===== src/rtl/incr_pipe_adapter_if.sv =====
// rtl/incr_pipe_adapter_if.sv - handshake and pipeline signal bundle for incr_pipe_adapter
interface incr_pipe_adapter_if #(
   parameter int WIDTH = 32
);
   logic             in_valid;
   logic             in_ready;
   logic [WIDTH-1:0] in_data;
   logic [WIDTH-1:0] pipe_x;
   logic [WIDTH-1:0] pipe_out;
   logic             out_valid;
   logic             out_ready;
   logic [WIDTH-1:0] out_data;
   logic             overflow_err;

   // adapter side of the bundle
   modport slave (
      input  in_valid, in_data, pipe_out, out_ready,
      output in_ready, pipe_x, out_valid, out_data, overflow_err
   );

   // upstream, pipeline and downstream side of the bundle
   modport master (
      output in_valid, in_data, pipe_out, out_ready,
      input  in_ready, pipe_x, out_valid, out_data, overflow_err
   );
endinterface


===== src/rtl/incr_pipe_adapter.sv =====
// rtl/incr_pipe_adapter.sv - credit-gated adapter around a fixed-latency non-stallable incrementer pipeline
module incr_pipe_adapter #(
   parameter int WIDTH   = 32,
   parameter int LATENCY = 2,
   parameter int DEPTH   = 4
) (
   input  logic               clk,
   input  logic               rst_n,
   incr_pipe_adapter_if.slave bus
);
   localparam int CW = $clog2(DEPTH + 1);
   localparam int PW = $clog2(DEPTH);

   logic [LATENCY-1:0] vld_q, vld_d;
   logic [CW-1:0]      credit_q, credit_d;
   logic [CW-1:0]      count_q, count_d;
   logic [PW-1:0]      wr_ptr_q, wr_ptr_d;
   logic [PW-1:0]      rd_ptr_q, rd_ptr_d;
   logic               ovf_q, ovf_d;
   logic [WIDTH-1:0]   mem_q [DEPTH];

   logic accept;
   logic pop;
   logic wr_req;
   logic full;
   logic wr_en;

   // The pipeline samples in_data every edge; the valid shift register decides what is kept.
   assign bus.pipe_x       = bus.in_data;
   // Credits cover both queued and in-flight words, so a full credit count guarantees FIFO room.
   assign bus.in_ready     = (credit_q < CW'(DEPTH));
   assign bus.out_valid    = (count_q != '0);
   assign bus.out_data     = mem_q[rd_ptr_q];
   assign bus.overflow_err = ovf_q;

   assign accept = bus.in_valid & bus.in_ready;
   assign pop    = bus.out_valid & bus.out_ready;
   assign wr_req = vld_q[LATENCY-1];
   assign full   = (count_q == CW'(DEPTH));
   // A write into a full FIFO is only safe when the head leaves in the same cycle.
   assign wr_en  = wr_req & (~full | pop);

   // Next-state for valid tracking, credits, occupancy, pointers and the sticky error.
   always_comb begin
      vld_d    = vld_q << 1;
      vld_d[0] = accept;
      credit_d = credit_q + CW'(accept) - CW'(pop);
      count_d  = count_q + CW'(wr_en) - CW'(pop);
      wr_ptr_d = wr_ptr_q + PW'(wr_en);
      rd_ptr_d = rd_ptr_q + PW'(pop);
      ovf_d    = ovf_q | (wr_req & full & ~pop);
   end

   // Control state; clearing the valid bits on reset discards stale pipeline contents.
   always_ff @(posedge clk or negedge rst_n) begin
      if (!rst_n) begin
         vld_q    <= '0;
         credit_q <= '0;
         count_q  <= '0;
         wr_ptr_q <= '0;
         rd_ptr_q <= '0;
         ovf_q    <= 1'b0;
      end else begin
         vld_q    <= vld_d;
         credit_q <= credit_d;
         count_q  <= count_d;
         wr_ptr_q <= wr_ptr_d;
         rd_ptr_q <= rd_ptr_d;
         ovf_q    <= ovf_d;
      end
   end

   // FIFO storage captures the pipeline result unmodified; no reset needed on data.
   always_ff @(posedge clk) begin
      if (wr_en) begin
         mem_q[wr_ptr_q] <= bus.pipe_out;
      end
   end
endmodule

===== src/flat_wrapper.sv =====
// flat-port wrapper written by rule: the top's interface ports become plain ports
module incr_pipe_adapter_flat 
#(
   parameter int WIDTH   = 32,
   parameter int LATENCY = 2,
   parameter int DEPTH   = 4
)
  (clk, rst_n, bus_in_valid, bus_in_data, bus_pipe_out, bus_out_ready, bus_in_ready, bus_pipe_x, bus_out_valid, bus_out_data, bus_overflow_err);
  incr_pipe_adapter_if #(.WIDTH(WIDTH)) bus_i ();
  input  logic clk;
  input  logic rst_n;
  input wire logic [$bits(bus_i.in_valid)-1:0] bus_in_valid;
  input wire logic [$bits(bus_i.in_data)-1:0] bus_in_data;
  input wire logic [$bits(bus_i.pipe_out)-1:0] bus_pipe_out;
  input wire logic [$bits(bus_i.out_ready)-1:0] bus_out_ready;
  output wire logic [$bits(bus_i.in_ready)-1:0] bus_in_ready;
  output wire logic [$bits(bus_i.pipe_x)-1:0] bus_pipe_x;
  output wire logic [$bits(bus_i.out_valid)-1:0] bus_out_valid;
  output wire logic [$bits(bus_i.out_data)-1:0] bus_out_data;
  output wire logic [$bits(bus_i.overflow_err)-1:0] bus_overflow_err;
  assign bus_i.in_valid = bus_in_valid;
  assign bus_i.in_data = bus_in_data;
  assign bus_i.pipe_out = bus_pipe_out;
  assign bus_i.out_ready = bus_out_ready;
  assign bus_in_ready = bus_i.in_ready;
  assign bus_pipe_x = bus_i.pipe_x;
  assign bus_out_valid = bus_i.out_valid;
  assign bus_out_data = bus_i.out_data;
  assign bus_overflow_err = bus_i.overflow_err;
  incr_pipe_adapter #(.WIDTH(WIDTH), .LATENCY(LATENCY), .DEPTH(DEPTH)) u_core (.clk(clk), .rst_n(rst_n), .bus(bus_i));
endmodule

===== config.mk =====
export PLATFORM = sky130hd
export DESIGN_NAME = incr_pipe_adapter_flat
export DESIGN_NICKNAME = d
export VERILOG_FILES = /design/src/rtl/incr_pipe_adapter_if.sv /design/src/rtl/incr_pipe_adapter.sv /design/src/flat_wrapper.sv
export SDC_FILE = /design/constraint.sdc
export NUM_CORES = 1
export LEC_CHECK = 0
export CORE_MARGIN = 8
export CORE_UTILIZATION = 45
export CTS_CLUSTER_DIAMETER = 80
export DETAILED_ROUTE_END_ITERATION = 8
export GPL_ROUTABILITY_DRIVEN = 0
export PLACE_DENSITY = 0.74
export SYNTH_ARGS = -nofsm -noshare
export SYNTH_HDL_FRONTEND = slang
export SYNTH_SLANG_ARGS = --single-unit
export TNS_END_PERCENT = 30

===== constraint.sdc =====
create_clock -name clk -period 5.46 [get_ports clk]
set_input_delay 1.365 -clock clk [delete_from_list [all_inputs] [get_ports clk]]
set_output_delay 1.365 -clock clk [all_outputs]
set_load 0.005 [all_outputs]

== After elaboration in Yosys (flattened, before gate mapping) ==
Memories as Yosys holds them, arrays and structs flattened.
Index checks and enable logic that the tools add are counted.

* Order comparisons: 1
* Eq/ne operators: 1
* Add/sub/neg operators: 6
* Multiplexer cells: 2
* Reduce and logical (&&, ||, !) cells: 1
* Bitwise gates (word level): 9

{| class="wikitable"
|+ Operators by type and width
! operator !! count
|-
| 3-bit by 1-bit adder with 3-bit output || 2
|-
| 3-bit by 1-bit subtractor with 3-bit output || 2
|-
| 1-bit bitwise AND || 5
|-
| 2-bit by 1-bit adder with 2-bit output || 2
|-
| 3-bit == test (second input constant) || 1
|-
| 3-bit < comparator (second input constant) || 1
|-
| 3-bit nonzero test || 1
|-
| 1-bit two-way mux || 2
|-
| 1-bit inverter || 2
|-
| 1-bit OR || 2
|}

* RAM bits: 128
* Bits of input ports: 68
* Register bits: 13
* Word-level logic and storage cells: 27
* Memories kept: 1

{| class="wikitable"
|+ Memory list
! name !! depth !! width !! rd ports !! clocked after Yosys merged registers in !! wr ports !! line !! source
|-
| u_core.mem_q || 4 || 32 || 1 || 0 || 1 || incr_pipe_adapter.sv:20 || <nowiki>logic [WIDTH-1:0] mem_q [DEPTH];</nowiki>
|}

== Logic depth before layout (Yosys ltp) ==
* Depth in word-level cells: 6
* Depth in mapped cells: 8
* Mapped depth without buffers: 8

== Worst setup path before layout ==
Ideal clock, no wire load.

* Kind: input to register
* From: input port bus_out_ready
* To: memory u_core.mem_q[0][0] (enable)
* Arrival: 4.779 ns
* Cell stages on the path: 2
* Library setup time: 0.513 ns
* Path buffers: 0
* Required time: 4.947 ns
* Slack: 0.169 ns
* Path through: nor4b_4 > nor4b_1

* Cells in the longest elaborated chain, start to end: 5

{| class="wikitable"
|+ Ends and longest elaborated chain
! what !! line !! source
|-
| from (decl) || flat_wrapper.sv:15 || <nowiki>input wire logic [$bits(bus_i.out_ready)-1:0] bus_out_ready;</nowiki>
|-
| 1-bit bitwise AND || incr_pipe_adapter.sv:37 || <nowiki>assign pop = bus.out_valid & bus.out_ready;</nowiki>
|-
| 1-bit OR || incr_pipe_adapter.sv:41 || <nowiki>assign wr_en = wr_req & (~full | pop);</nowiki>
|-
| 1-bit bitwise AND || incr_pipe_adapter.sv:41 ||
|-
| 1-bit two-way mux || incr_pipe_adapter.sv:75 || <nowiki>if (wr_en) begin</nowiki>
|-
| 1-bit two-way mux (not written as such) || incr_pipe_adapter.sv:76 || <nowiki>mem_q[wr_ptr_q] <= bus.pipe_out;</nowiki>
|-
| to (decl) || incr_pipe_adapter.sv:20 ||
|}

Every way passes these cells.

== Worst setup path in the final report ==
* From: register u_core.rd_ptr_q[0]
* To: output port bus_out_data[1]

* Cells in the longest elaborated chain, start to end: 1

{| class="wikitable"
|+ Ends and longest elaborated chain
! what !! line !! source
|-
| from (decl) || incr_pipe_adapter.sv:18 || <nowiki>logic [PW-1:0] rd_ptr_q, rd_ptr_d;</nowiki>
|-
| from (signal assigned) || incr_pipe_adapter.sv:68 || <nowiki>rd_ptr_q <= rd_ptr_d;</nowiki>
|-
| memory read 4 x 32 bit || -- ||
|-
| to (decl) || flat_wrapper.sv:19 || <nowiki>output wire logic [$bits(bus_i.out_data)-1:0] bus_out_data;</nowiki>
|}

Every way passes these cells.

==> impl_results.rst <==
.. list-table::
   :header-rows: 1

   * - Metric
     - Value
   * - Warning count from the yosys run
     - 0
   * - Final cycle utilization of the critical path
     - 74.1%
   * - Leakage
     - between 2 and 2.5 nW
   * - Post-CTS setup repair buffer count
     - 0
   * - Detail-routed net length per standard cell
     - ~20 um
   * - Horizontal die dimension
     - 127 um
   * - Final Power
     - 0.00357 W
   * - Commonest non-fill, non-tap cells in the layout
     - edfxtp_1 (128), clkdlybuf4s50_1 (70), mux4_2 (28)
   * - Min cycle time layout
     - a little over 4 ns
   * - GRT Residual Overflow
     - 0
   * - Path depth of the worst reg2reg path
     - 8
   * - Avg Inst Size Synth
     - 22.5 um2
   * - Setup TNS Final
     - 0 ns
   * - RSZ-0062 raised after global routing
     - false
   * - Count of routing violations after the opening detailed-route iteration
     - 175
   * - Critical Path AT
     - 2.68 ns
   * - Largest family of logic cells by synthesized area
     - multiplexers
   * - IO buf count
     - 70
   * - Final antenna-violating net count
     - 0
   * - Critical setup path kind
     - reg -> out
   * - Count of hold buffers inserted by post-cts repair
     - 0
   * - Final cell count without fillers
     - 460
   * - Final max-slew violation count
     - 0
   * - DPL Wire Length
     - approximately 5900 um
   * - Fraction of synthesized cell area in xor and xnor cells
     - 1.27%
   * - Insertion delay of the later-clocked pin in the worst-skew pair
     - 0.41 ns
   * - Core Rows
     - 40
   * - Die Footprint
     - 16100 um2
   * - Synthesis-stage register bit count
     - 141
   * - Clock tree from TritonCTS
     - done
   * - Startpoint type of the worst setup path
     - flip-flop
   * - Via count
     - 2405
   * - Clk pin slew, worst setup/hold paths
     - approximately 0.060 ns
   * - Timing startpoint of the critical path
     - u_core.rd_ptr_q[0]$_DFF_PN0_
   * - Total clock buffers created by CTS
     - 17
   * - Data required time of the critical path
     - 4.09 ns
   * - Power per standard cell area
     - 529 nW/um2
   * - Iteration count of the initial detailed-routing pass
     - 4
   * - First-pass GRT wire length
     - between 10000 and 15000 um
   * - Nets in the synthesized netlist
     - 320
   * - Floorplan die height
     - ~130 um
   * - Seq. cell area
     - 4170 um2
   * - Number of gates given a new drive strength after cts
     - 0
   * - Adder-cell share of the synthesized area
     - 1.63%
   * - Fraction of synthesized area in multiplexers
     - 13.3%
   * - Placed Instances
     - 428
   * - Clock tree buffer depth
     - 2
   * - Layout-stage area growth over the synthesis result
     - 21.9%
   * - Core Area
     - 12000 um2
   * - Initial antenna violation count
     - 0
   * - Class of the most critical hold timing path
     - reg -> reg
   * - Global routing usage summed across all routing layers
     - 12.1%
   * - Fin. Hold Viols
     - 0
   * - Register area share after synthesis
     - 75.3%
   * - Cell area after technology mapping
     - 5540 um2
   * - CTS H-Tree Depth
     - 4
   * - Fraction of layout cells with a size suffix above 1
     - 23.3%
   * - Via count of the first global-routing pass
     - 2610
   * - Critical path peak fanout
     - 18
   * - Average via count per standard cell
     - roughly 5.2
   * - Synth unique cells
     - 24
   * - Synth Area in Compound Gates
     - 0.520%
   * - Final nets
     - 374
   * - Worst slew margin relative to its limit
     - between 30% and 40%
   * - Final Skew
     - 0.00788 ns
   * - CTS root buf
     - clkbuf_16
   * - Startpoint of the most critical hold path
     - u_core.vld_q[0]$_DFF_PN0_
   * - Fmax
     - 247 MHz
   * - Top Ports
     - between 100 and 150
   * - Number of endpoints failing setup at the final stage
     - 0
   * - Gate count after technology mapping
     - 246
   * - Area of the multi-input gates
     - 1050 um2
   * - Run status
     - completed
   * - Antenna fix cells
     - 0
   * - Number of filler instances in the final layout
     - 903
   * - Post-layout utilization of the core
     - 56.2%
   * - Post-synthesis share of cell area spent on and, or, nand and nor gates
     - 1.58%
   * - Worst voltage drop across the vdd grid
     - ~240 uV
   * - Slew of the pin with the lowest slew margin
     - 0.974 ns
   * - Launch point of the worst reg-to-reg path
     - u_core.count_q[0]$_DFF_PN0_
   * - Final routed DRC violation total
     - 0
   * - Effective utilization at floorplan
     - 46.1%
   * - Hold slack
     - between 0.3 and 0.4 ns
   * - Total routed wirelength
     - 9230 um
   * - Hold Crit Depth
     - 0
   * - Most common cell after layout, fill and taps aside
     - edfxtp_1
   * - Sinks on Clock Net
     - 141
   * - Kind of end point of the critical path
     - output pin
   * - Max-cap violations
     - 0
   * - Largest net degree at the start of global routing
     - 34
metal layers:
layer	GRT usage, %	routed length (um)	share of wire (%)	vias to the layer above
met2	19.0	4580	50	89
met3	5.91	802	8.7	25
met1	13.7	3680	40	1219
li1	-	-	-	1072
met5	0	0	0	-
met4	5.46	155	1.7	0
synthesized netlist by cell type:
cell type,n,area share [%]
nor4bb_1,2,0.36
mux4_1,4,1.9
buf_2,3,0.27
buf_6,1,0.20
edfxtp_1,128,69
nor2b_1,2,0.23
or2_2,1,0.11
a21o_1,1,0.14
clkbuf_1,1,0.068
fa_1,2,0.72
o311ai_0,1,0.16
dfrtp_1,13,5.9
and4b_1,1,0.18
nor4b_1,1,0.16
xor2_1,2,0.32
buf_4,32,4.3
o31ai_2,1,0.23
or3_1,1,0.11
mux4_2,28,11
nor4b_4,1,0.43
xnor2_1,6,0.95
ha_1,4,0.90
buf_12,3,1.1
inv_1,7,0.47
critical path, cell delays in order, from the launching register on:
cell and delay [ns]:
dfrtp_2 0.76, buf_4 0.44, mux4_1 0.59, clkdlybuf4s50_1 0.46
worst paths after layout:
path | endpoint | slack (ns)
worst max-delay path | bus_out_data[1] | 1.41
min in group asynchronous | u_core.count_q[0]$_DFF_PN0_ | 1.34
worst min-delay path | u_core.vld_q[1]$_DFF_PN0_ | 0.35
worst min register to register | u_core.vld_q[1]$_DFF_PN0_ | 0.35
max in group asynchronous | u_core.rd_ptr_q[0]$_DFF_PN0_ | 3.69
worst max register to register | u_core.count_q[2]$_DFF_PN0_ | 3.17
area by class of cell:
class / count / share of cell area, %
multi-input cells: 58 / 15.6
well taps: 147 / 2.72
clock buffers: 22 / 7.51
flip-flops and latches: 141 / 61.8
inverters: 7 / 0.389
clock inverters: 10 / 1.09
repair buffers: 75 / 10.9
metrics by stage:
stage / setup slack [ns] / area [um2]
2_1_floorplan: 0.169 / 5540
3_3_place_gp: 1.72 / 6170
3_5_place_dp: 1.68 / 6170
4_1_cts: 1.34 / 6750
5_1_grt: 1.23 / 6750
6_report: 1.41 / 6750
power by group:
group	internal (W)	switching, W	total, W
Clock	0.000663	0.000414	0.00108
Sequential	0.00138	0.000168	0.00155
Combinational	0.000612	0.000339	0.000951
Total	0.00265	0.000921	0.00357
registers in the layout (all words and copies together) (netlist names):
name,cells
u_core.rd_ptr_q,2
u_core.vld_q,2
u_core.credit_q,3
u_core.bus.overflow_err,1
u_core.mem_q,128
u_core.count_q,3
u_core.wr_ptr_q,2
cell families (layout without fill, tap and decap cells):
group / Yosys count / in the layout
flip-flops: 141 / 141
buffers and inverters: 47 / 114
multiplexers: 32 / 32
AND/OR/NAND/NOR: 9 / 9
XOR/XNOR: 8 / 8
adder cells (fa/ha/maj): 6 / 6
AO/OA/AOI/OAI: 3 / 3
Power figures use the tool's default switching activity.
